**config.mk**
```make
export PLATFORM = sky130hd
export DESIGN_NAME = eth_dpram_fifo_ctrl
export DESIGN_NICKNAME = d
export VERILOG_FILES = /design/src/rtl/eth_fifo_pkg.sv /design/src/rtl/eth_dpram16xw.sv /design/src/rtl/eth_dpram_fifo_ctrl.sv
export SDC_FILE = /design/constraint.sdc
export NUM_CORES = 1
export LEC_CHECK = 0
export ABC_AREA = 1
export BUFFER_PORTS_ARGS = -buffer_cell sky130_fd_sc_hd__buf_2
export CORE_MARGIN = 2
export CORE_UTILIZATION = 55
export DETAILED_ROUTE_END_ITERATION = 10
export MAX_ROUTING_LAYER = met4
export PLACE_DENSITY = 0.73
export SYNTH_ARGS = -nofsm -noshare
export SYNTH_HDL_FRONTEND = slang
export SYNTH_SLANG_ARGS = --single-unit
export TNS_END_PERCENT = 100
```
**constraint.sdc**
```tcl
create_clock -name clk -period 2.1 [get_ports clk]
set_input_delay 0.42 -clock clk [delete_from_list [all_inputs] [get_ports clk]]
set_output_delay 0.42 -clock clk [all_outputs]
set_load 0.02 [all_outputs]
```
**src/rtl/eth_fifo_pkg.sv**
```systemverilog
`default_nettype none
// ============================================================================
// Module   : eth_fifo_pkg
// Brief    : Shared sizes, status types and accept/flag helpers for the
//            Ethernet 16-entry distributed-RAM FIFO.
// Revision : 1.0 - initial release
// ============================================================================
package eth_fifo_pkg;

  localparam int FIFO_DEPTH = 16;
  localparam int PTR_W      = 4;
  localparam int CNT_W      = 5;

  typedef struct packed {
    logic wr;
    logic rd;
  } acc_t;

  typedef struct packed {
    logic full;
    logic empty;
    logic almost_full;
    logic almost_empty;
  } flags_t;

  // Accepts are judged purely on the registered (pre-edge) status flags.
  function automatic acc_t fifo_accept(input logic write, input logic read,
                                       input logic full, input logic empty);
    acc_t a;
    a.wr = write & ~full;
    a.rd = read & ~empty;
    return a;
  endfunction

  function automatic flags_t fifo_flags(input logic [CNT_W-1:0] cnt,
                                        input int af_lvl, input int ae_lvl);
    flags_t f;
    f.full         = (cnt == CNT_W'(FIFO_DEPTH));
    f.empty        = (cnt == '0);
    f.almost_full  = (int'(cnt) >= af_lvl);
    f.almost_empty = (int'(cnt) <= ae_lvl);
    return f;
  endfunction

endpackage : eth_fifo_pkg
`default_nettype wire

```
**src/rtl/eth_dpram16xw.sv**
```systemverilog
`default_nettype none
// ============================================================================
// Module   : eth_dpram16xw
// Brief    : DATA_WIDTH-wide bank of 16x1 dual-port cells; synchronous write
//            on (we, a, d), asynchronous read on dpra -> dpo. Not reset.
// Revision : 1.0 - initial release
// ============================================================================
module eth_dpram16xw
  import eth_fifo_pkg::*;
#(
  parameter int DATA_WIDTH = 8
) (
  input  logic                  clk,
  input  logic                  we,
  input  logic [PTR_W-1:0]      a,
  input  logic [DATA_WIDTH-1:0] d,
  input  logic [PTR_W-1:0]      dpra,
  output logic [DATA_WIDTH-1:0] dpo
);

  for (genvar gi = 0; gi < DATA_WIDTH; gi++) begin : g_bit
    logic [FIFO_DEPTH-1:0] r_cell;

    always_ff @(posedge clk) begin
      if (we) begin
        r_cell[a] <= d[gi];
      end
    end

    assign dpo[gi] = r_cell[dpra];
  end

endmodule : eth_dpram16xw
`default_nettype wire

```
**src/rtl/eth_dpram_fifo_ctrl.sv**
```systemverilog
`default_nettype none
// ============================================================================
// Module   : eth_dpram_fifo_ctrl
// Brief    : 16-entry rate-matching FIFO controller over a distributed
//            dual-port RAM bank. Define ETH_DPRAM_FIFO_OUTREG_EN for a
//            registered data_out; default is first-word-fall-through.
// Revision : 1.0 - initial release
// ============================================================================
module eth_dpram_fifo_ctrl
  import eth_fifo_pkg::*;
#(
  parameter int DATA_WIDTH       = 8,
  parameter int ALMOST_FULL_LVL  = 14,
  parameter int ALMOST_EMPTY_LVL = 2
) (
  input  logic                  clk,
  input  logic                  reset_n,
  input  logic                  clear,
  input  logic                  write,
  input  logic [DATA_WIDTH-1:0] data_in,
  input  logic                  read,
  output logic [DATA_WIDTH-1:0] data_out,
  output logic                  full,
  output logic                  empty,
  output logic                  almost_full,
  output logic                  almost_empty,
  output logic [CNT_W-1:0]      cnt,
  output logic                  overflow,
  output logic                  underflow
);

  localparam flags_t c_flags_rst = fifo_flags('0, ALMOST_FULL_LVL, ALMOST_EMPTY_LVL);

  logic [PTR_W-1:0]      r_wr_ptr;
  logic [PTR_W-1:0]      r_rd_ptr;
  logic [CNT_W-1:0]      r_cnt;
  flags_t                r_flags;
  logic                  r_ovf;
  logic                  r_unf;

  acc_t                  w_acc;
  logic                  w_push;
  logic                  w_pop;
  logic [CNT_W-1:0]      w_cnt_nxt;
  flags_t                w_flags_nxt;
  logic [DATA_WIDTH-1:0] w_dpo;

  assign w_acc  = fifo_accept(write, read, r_flags.full, r_flags.empty);
  // A flush in the same cycle swallows both requests without side effects.
  assign w_push = w_acc.wr & ~clear;
  assign w_pop  = w_acc.rd & ~clear;

  always_comb begin
    w_cnt_nxt = r_cnt;
    if (clear) begin
      w_cnt_nxt = '0;
    end else begin
      case ({w_push, w_pop})
        2'b10:   w_cnt_nxt = r_cnt + CNT_W'(1);
        2'b01:   w_cnt_nxt = r_cnt - CNT_W'(1);
        default: w_cnt_nxt = r_cnt;
      endcase
    end
  end

  assign w_flags_nxt = fifo_flags(w_cnt_nxt, ALMOST_FULL_LVL, ALMOST_EMPTY_LVL);

  always_ff @(posedge clk or negedge reset_n) begin
    if (!reset_n) begin
      r_wr_ptr <= '0;
      r_rd_ptr <= '0;
      r_cnt    <= '0;
      r_flags  <= c_flags_rst;
      r_ovf    <= 1'b0;
      r_unf    <= 1'b0;
    end else begin
      r_cnt   <= w_cnt_nxt;
      r_flags <= w_flags_nxt;
      r_ovf   <= write & r_flags.full & ~clear;
      r_unf   <= read & r_flags.empty & ~clear;
      if (clear) begin
        r_wr_ptr <= '0;
        r_rd_ptr <= '0;
      end else begin
        if (w_push) r_wr_ptr <= r_wr_ptr + PTR_W'(1);
        if (w_pop)  r_rd_ptr <= r_rd_ptr + PTR_W'(1);
      end
    end
  end

  eth_dpram16xw #(
    .DATA_WIDTH (DATA_WIDTH)
  ) u_ram (
    .clk  (clk),
    .we   (w_push),
    .a    (r_wr_ptr),
    .d    (data_in),
    .dpra (r_rd_ptr),
    .dpo  (w_dpo)
  );

`ifdef ETH_DPRAM_FIFO_OUTREG_EN
  logic [DATA_WIDTH-1:0] r_data_out;

  always_ff @(posedge clk or negedge reset_n) begin
    if (!reset_n) begin
      r_data_out <= '0;
    end else if (w_pop) begin
      r_data_out <= w_dpo;
    end
  end

  assign data_out = r_data_out;
`else
  assign data_out = w_dpo;
`endif

  assign full         = r_flags.full;
  assign empty        = r_flags.empty;
  assign almost_full  = r_flags.almost_full;
  assign almost_empty = r_flags.almost_empty;
  assign cnt          = r_cnt;
  assign overflow     = r_ovf;
  assign underflow    = r_unf;

endmodule : eth_dpram_fifo_ctrl
`default_nettype wire
```
==> results of run 1 <==
Yosys cell counts (2+ instances only):
cell       count
a21oi_1       15
nand3_1       27
dfstp_2        2
nor3_1         4
clkbuf_1       4
nor2_1        83
o21ai_0       38
inv_1         45
inv_2          7
o21ai_1       12
nand2_1       96
o211ai_1      13
buf_6          3
o22ai_1        3
nand2_2        5
buf_2         13
buf_4          5
nor4_1         2
ha_1           8
dfrtp_1       17
edfxtp_1     128
nor2_2         4
o2111ai_1     12
per-stage QoR:
stage / worst slack [ps] / util, % / TNS (ps) / area, µm²
finish: -336 / 71.2 / -2160 / 7820
global route: -404 / 71.2 / -3070 / 7820
CTS: -277 / 69.4 / -1910 / 7620
detailed placement: -175 / 62.4 / -649 / 6850
global placement: -100 / 62.4 / -268 / 6850
floorplan: -52.3 / - / -84.4 / 6320
layer usage:
layer	track usage, %	vias to the layer above	share of wire, %
li1	-	2077	-
met3	6.07	35	7.1
met5	-	-	0
met1	31.0	2144	40
met4	9.83	0	2.3
met2	39.6	198	51
path summary, 6_finish.rpt:
path / to / cells past startpoint / slack, ps / start
max: data_out[6] / 9 / -340 / r_rd_ptr[0]
min: overflow / 3 / 230 / write
max reg2reg: full / 20 / 50 / full
min reg2reg: underflow / 2 / 500 / empty
max in group asynchronous: r_rd_ptr[0] / 2 / 1310 / reset_n
min in group asynchronous: r_wr_ptr[3] / 2 / 460 / reset_n
flip-flops by register name, summed over array words and instances (netlist names):
register	cells
r_wr_ptr	4
almost_empty	1
underflow	1
u_ram.g_bit.r_cell	128
almost_full	1
r_rd_ptr	4
cnt	5
empty	1
overflow	1
full	1
power by group:
group          leakage, nW  internal, mW  switching, mW
combinational         1.28         0.640           1.00
clock                0.301          2.00           1.20
sequential            1.40          3.28         0.0915
total                 2.98          5.92           2.30
layout make-up:
type / count / area [µm²] / area share (%)
clock buffers: 17 / 425 / 5.44
clock inverters: 15 / 205 / 2.62
inverters: 52 / 206 / 2.64
multi-input cells: 328 / 1800 / 23.0
flip-flops and latches: 147 / 4330 / 55.3
well taps: 140 / 175 / 2.24
repair buffers: 85 / 676 / 8.64
repair inverters: 1 / 7.51 / 0.0960
timing repair:
item / 4_1_cts / 5_1_grt
endpoints found under the setup margin: 10 / 14
pin swaps: 4 / 19
gates resized for setup: 29 / 34
hold buffers: 1 / 0
buffers inserted: 4 / 6
cloned: 1 / 1
hold endpoints to repair: 17 / 0
cells by family (layout without fill, tap and decap cells):
logic type / count (synthesis) / in the layout / synth area share [%]
and+or+nand+nor: 223 / 223 / 14.6
AOI/OAI and AO/OA: 96 / 96 / 9.09
DFF: 147 / 147 / 69.0
adders and majority gates: 8 / 8 / 1.60
buffers and inverters: 77 / 170 / 5.53
xor gates and xnor gates: 1 / 1 / 0.140
tightest hold or removal path: cells and delay by family:
kind	cells	cell delay [ps]
buffers and inverters	1	110
and+or+nand+nor	2	90
cell usage in the layout, fill, tap and decap left out, types with 4 or more instances in the layout:
master      count
inv_1          37
o21ai_0        30
o21ai_1        18
dfrtp_1        14
buf_2          26
nor2_4          6
clkinvlp_4      5
buf_4          44
nor2_2          4
nand2_2         9
edfxtp_1      128
bufinv_16       4
o2111ai_1       9
nand3_2         6
inv_2          12
nand2_1        89
nor2_1         78
nand3_1        20
ha_1            5
buf_6           8
clkbuf_16      18
a21oi_1        13
o211ai_1       13
==> impl_metrics.toml, run 1 <==
[synthesis]
synthArstFlopShare_pct = 12.9
synth-seq-area-share_pct = 69.0
synth_edf_count = 128
syn-cell-area_um2 = 6260
yosysTopAreaCell = "edfxtp_1"
syn_inst = 552
ys_ff_latch = 147
synth_fp_nets = 573
yosysUniqueCellTypes = 29
synth_ff_type = "edfxtp_1"
syn_avg_cell_area_um2 = 11.3
yosysWarnings = 0
yosysTopAreaCellShare_pct = 61.4
yosys-top-cells-area = "edfxtp_1 61%, dfrtp_1 6.8%, nand2_1 5.8%"

[drt]
drcViolationCount = 0
antenna_left = 0
dr.pass1.iters = 5
drtIter0Drc = 487
wire_per_inst_um = 18.5
via_count = 4454
vias_per_cell = 5.67
drt_wl_total_mm = 14.6

[layout]
diodes = 0
stdcell_count = 785
fill_cells = 703
drive_above_1_share_pct = 27.6
fin_nets = 653
areaGrowthSynthToFinish_pct = 24.8

[power_and_ir_drop]
vdd_ir_drop_max_mv = 0.627
total_power_mw = 8.22
power.density_nw_per_um2 = 1050
leakagePower_nw = 2.98

[sta]
finalWorstSetupSlack_ps = -336
finalCritPeriodShare_pct = 116
worst_pin_slew_ps = 520
holdWs_ps = 232
maxSlewHeadroom_pct = 65.3
rsz0062_at_grt = "yes"
finClkSkew_ps = 8.40
period_minus_slack_ps = 2440
finalMaxSlewViolations = 0
hold_viol = 0
final-setup-viol-count = 8
max_freq_ghz = 0.410

[floorplan]
initial_core_util_pct = 57.0
row_count = 38
die_w_um = 111
die_area_um2 = 12300
die_y_um = 111
core_area_um2 = 11000
num_io_pins = 32

[setup_path]
crit_slowest_cell = "dfrtp_2"
path_cells = "clkinv_4, buf_8, nand2_1, a21oi_1, nor3_1, nor2_1, o21ai_1, nand2_1, buf_6"
required_ps = 1680
cp.arrival_ps = 2020
path_delay_family = "flip-flops"
critPathBufInv = 3
end_kind = "output pin"
path_common_cell = "nand2_1"
crit_path_max_fanout = 13
startpoint_type = "flip-flop"
path_class = "reg -> out"
cpPeakStageDelay_ps = 490

[grt]
grt_pass1_vias = 4285
grtUsageTotal_pct = 24.8
grt_start_max_net_pins = 46
grt_pass1_wl_mm = 22.4
overflow = 0
antenna_found_initial = 0

[outcome]
status = "finished, violations left"
violations = "setup timing"

[clocking]
cts_buffers = 17
clk_latency_ps = 430
cts_tree = "done"
clkTransAtPathRegs_ps = 60
clkSinkCount = 147
clockBufferDepth = 2
cts_max_level = 4
cts_root_buffer = "clkbuf_16"

[place]
hpwl_mm = 9.14
finalWeightedCongestion = 0.866
dp.cells = 740
buffer_ports.inserted = 31

[run]
drv_cap = 0

[min_path]
hp-class = "in -> reg"
(Power assumes the default switching activity.)
==> run 2: changes to the inputs <==
--- a/config.mk
+++ b/config.mk
@@ -12,6 +12,7 @@
 export DETAILED_ROUTE_END_ITERATION = 10
 export MAX_ROUTING_LAYER = met4
 export PLACE_DENSITY = 0.73
+export SKIP_LAST_GASP = 1
 export SYNTH_ARGS = -nofsm -noshare
 export SYNTH_HDL_FRONTEND = slang
 export SYNTH_SLANG_ARGS = --single-unit
==> impl_metrics.toml, run 2 (synthesis results as in run 1) <==
[outcome]
status = "finished, violations left"
violations = "setup timing"

[floorplan]
die_y_um = 111
initial_core_util_pct = 57.0
num_io_pins = 32
die_area_um2 = 12300
die_w_um = 111
core_area_um2 = 11000
row_count = 38

[grt]
overflow = 0
grtUsageTotal_pct = 24.8
grt_pass1_wl_mm = 22.3
antenna_found_initial = 0
grt_pass1_vias = 4278
grt_start_max_net_pins = 46

[layout]
fin_nets = 653
areaGrowthSynthToFinish_pct = 24.6
fill_cells = 707
stdcell_count = 785
multi_input_area_um2 = 1790
final_common_cell = "edfxtp_1"
regArea_um2 = 4330
drive_above_1_share_pct = 27.3
largest_reg_flops = 128
top_register = "u_ram.g_bit.r_cell"
diodes = 0
final_cell_mix = "128 x edfxtp_1, 90 x nand2_1, 78 x nor2_1"

[power_and_ir_drop]
total_power_mw = 8.22
pwr-share-clk_pct = 39.0
p_sw_mw = 2.30
vdd_ir_drop_max_mv = 0.627
seqPwrFrac_pct = 41.1
leakagePower_nw = 2.97
combPwrFrac_pct = 19.9
power.density_nw_per_um2 = 1050
internal-power_mw = 5.92
swShare_pct = 28.0

[clocking]
cts_root_buffer = "clkbuf_16"
clockBufferDepth = 2
cts_tree = "done"
cts_buffers = 17
clkSinkCount = 147
clk_latency_ps = 420
clkTransAtPathRegs_ps = 60
cts_max_level = 4

[sta]
finalWorstSetupSlack_ps = -326
finalCritPeriodShare_pct = 116
period_minus_slack_ps = 2430
hold_viol = 0
holdWs_ps = 237
rsz0062_at_grt = "yes"
final-setup-viol-count = 8
maxSlewHeadroom_pct = 68.8
finalMaxSlewViolations = 0
max_freq_ghz = 0.412
finClkSkew_ps = 7.30
worst_pin_slew_ps = 468
setup_tns_ps = -2190

[setup_path]
r2r-end = "empty"
path_cells = "clkinv_4, buf_8, nand2_1, a21oi_1, nor3_1, nor2_1, o21ai_1, nand2_1, buf_6"
startpoint_type = "flip-flop"
end_kind = "output pin"
path_common_cell = "nand2_1"
crit_path_max_fanout = 13
path_class = "reg -> out"
reg2reg_from = "full"
cpPeakStageDelay_ps = 490
required_ps = 1680
r2r_setup_slack_ps = 50
crit_slowest_cell = "dfrtp_2"
cp.arrival_ps = 2010
rr_worst_depth = 19

[drt]
drt_wl_total_mm = 14.6
via_count = 4425
drcViolationCount = 0
antenna_left = 0
drtIter0Drc = 549
dr.pass1.iters = 8
vias_per_cell = 5.64
wire_per_inst_um = 18.7

[place]
dp.cells = 740
finalWeightedCongestion = 0.866
buffer_ports.inserted = 31
hpwl_mm = 9.14

[min_path]
min_from = "write"
hold_end = "overflow"
hp-class = "in -> reg"
hold_path_depth = 3

[run]
drv_cap = 0
[run 2: cell counts in the layout (fill, tap and decap cells not counted)]
Identical to the previous run, type by type.
[run 2: timing repair]
item	4_1_cts	5_1_grt
buffers inserted	4	6
hold endpoints to repair	17	0
pin swaps	4	18
hold buffers	1	0
cloned	1	1
setup endpoints to repair	10	14
resized for setup	22	35
[run 2: worst max-delay path by stage]
| stage | slack, ps | depth (start not counted) | endpoint | from |
|---|---|---|---|---|
| final | -330 | 9 | data_out[6] | r_rd_ptr[0] |
| after global routing | -400 | 9 | data_out[6] | r_rd_ptr[0] |
| after CTS | -310 | 7 | data_out[3] | r_rd_ptr[0] |
| after detailed placement | -170 | 17 | full | read |
| after global placement | -100 | 17 | full | read |
| after floorplan | -50 | 16 | full | full |
[run 2: worst max-delay path: cells and delay by family, from the launching register on]
| family | cells | cell delay, ps |
|---|---|---|
| flip-flops | 1 | 490 |
| buffers and inverters | 3 | 460 |
| AND/OR/NAND/NOR | 4 | 430 |
| AO/OA/AOI/OAI | 2 | 190 |
[run 2: cell type report]
| type | count | area share, % |
|---|---|---|
| tap | 140 | 2.24 |
| inverter | 52 | 2.64 |
| clock inverter | 15 | 2.63 |
| sequential | 147 | 55.4 |
| timing repair buffer | 85 | 8.62 |
| clock buffer | 17 | 5.45 |
| multi-input combinational | 328 | 22.9 |
| timing repair inverter | 1 | 0.0962 |
[run 2: stage by stage]
stage	util, %	cell area [µm²]	worst slack, ps
5_1_grt	71.1	7810	-401
4_1_cts	69.2	7600	-312
3_5_place_dp	62.4	6850	-175
2_1_floorplan	-	6320	-52.3
6_report	71.1	7810	-326
3_3_place_gp	62.4	6850	-100
[run 2: routing by layer]
metal | GRT usage (%) | wire [µm] | up-vias
met5 | - | 0 | -
met1 | 31.1 | 5790 | 2109
li1 | - | - | 2075
met4 | 9.58 | 290 | 0
met3 | 6.01 | 1180 | 28
met2 | 39.6 | 7390 | 213
[run 2: power groups by stage]
stage	logic [mW]	clock network (mW)	registers [mW]
floorplan	0.848	0	3.47
global placement	1.35	0	3.42
detailed placement	1.39	0	3.42
CTS	1.46	3.23	3.37
global route	1.79	3.35	3.38
finish	1.64	3.20	3.37
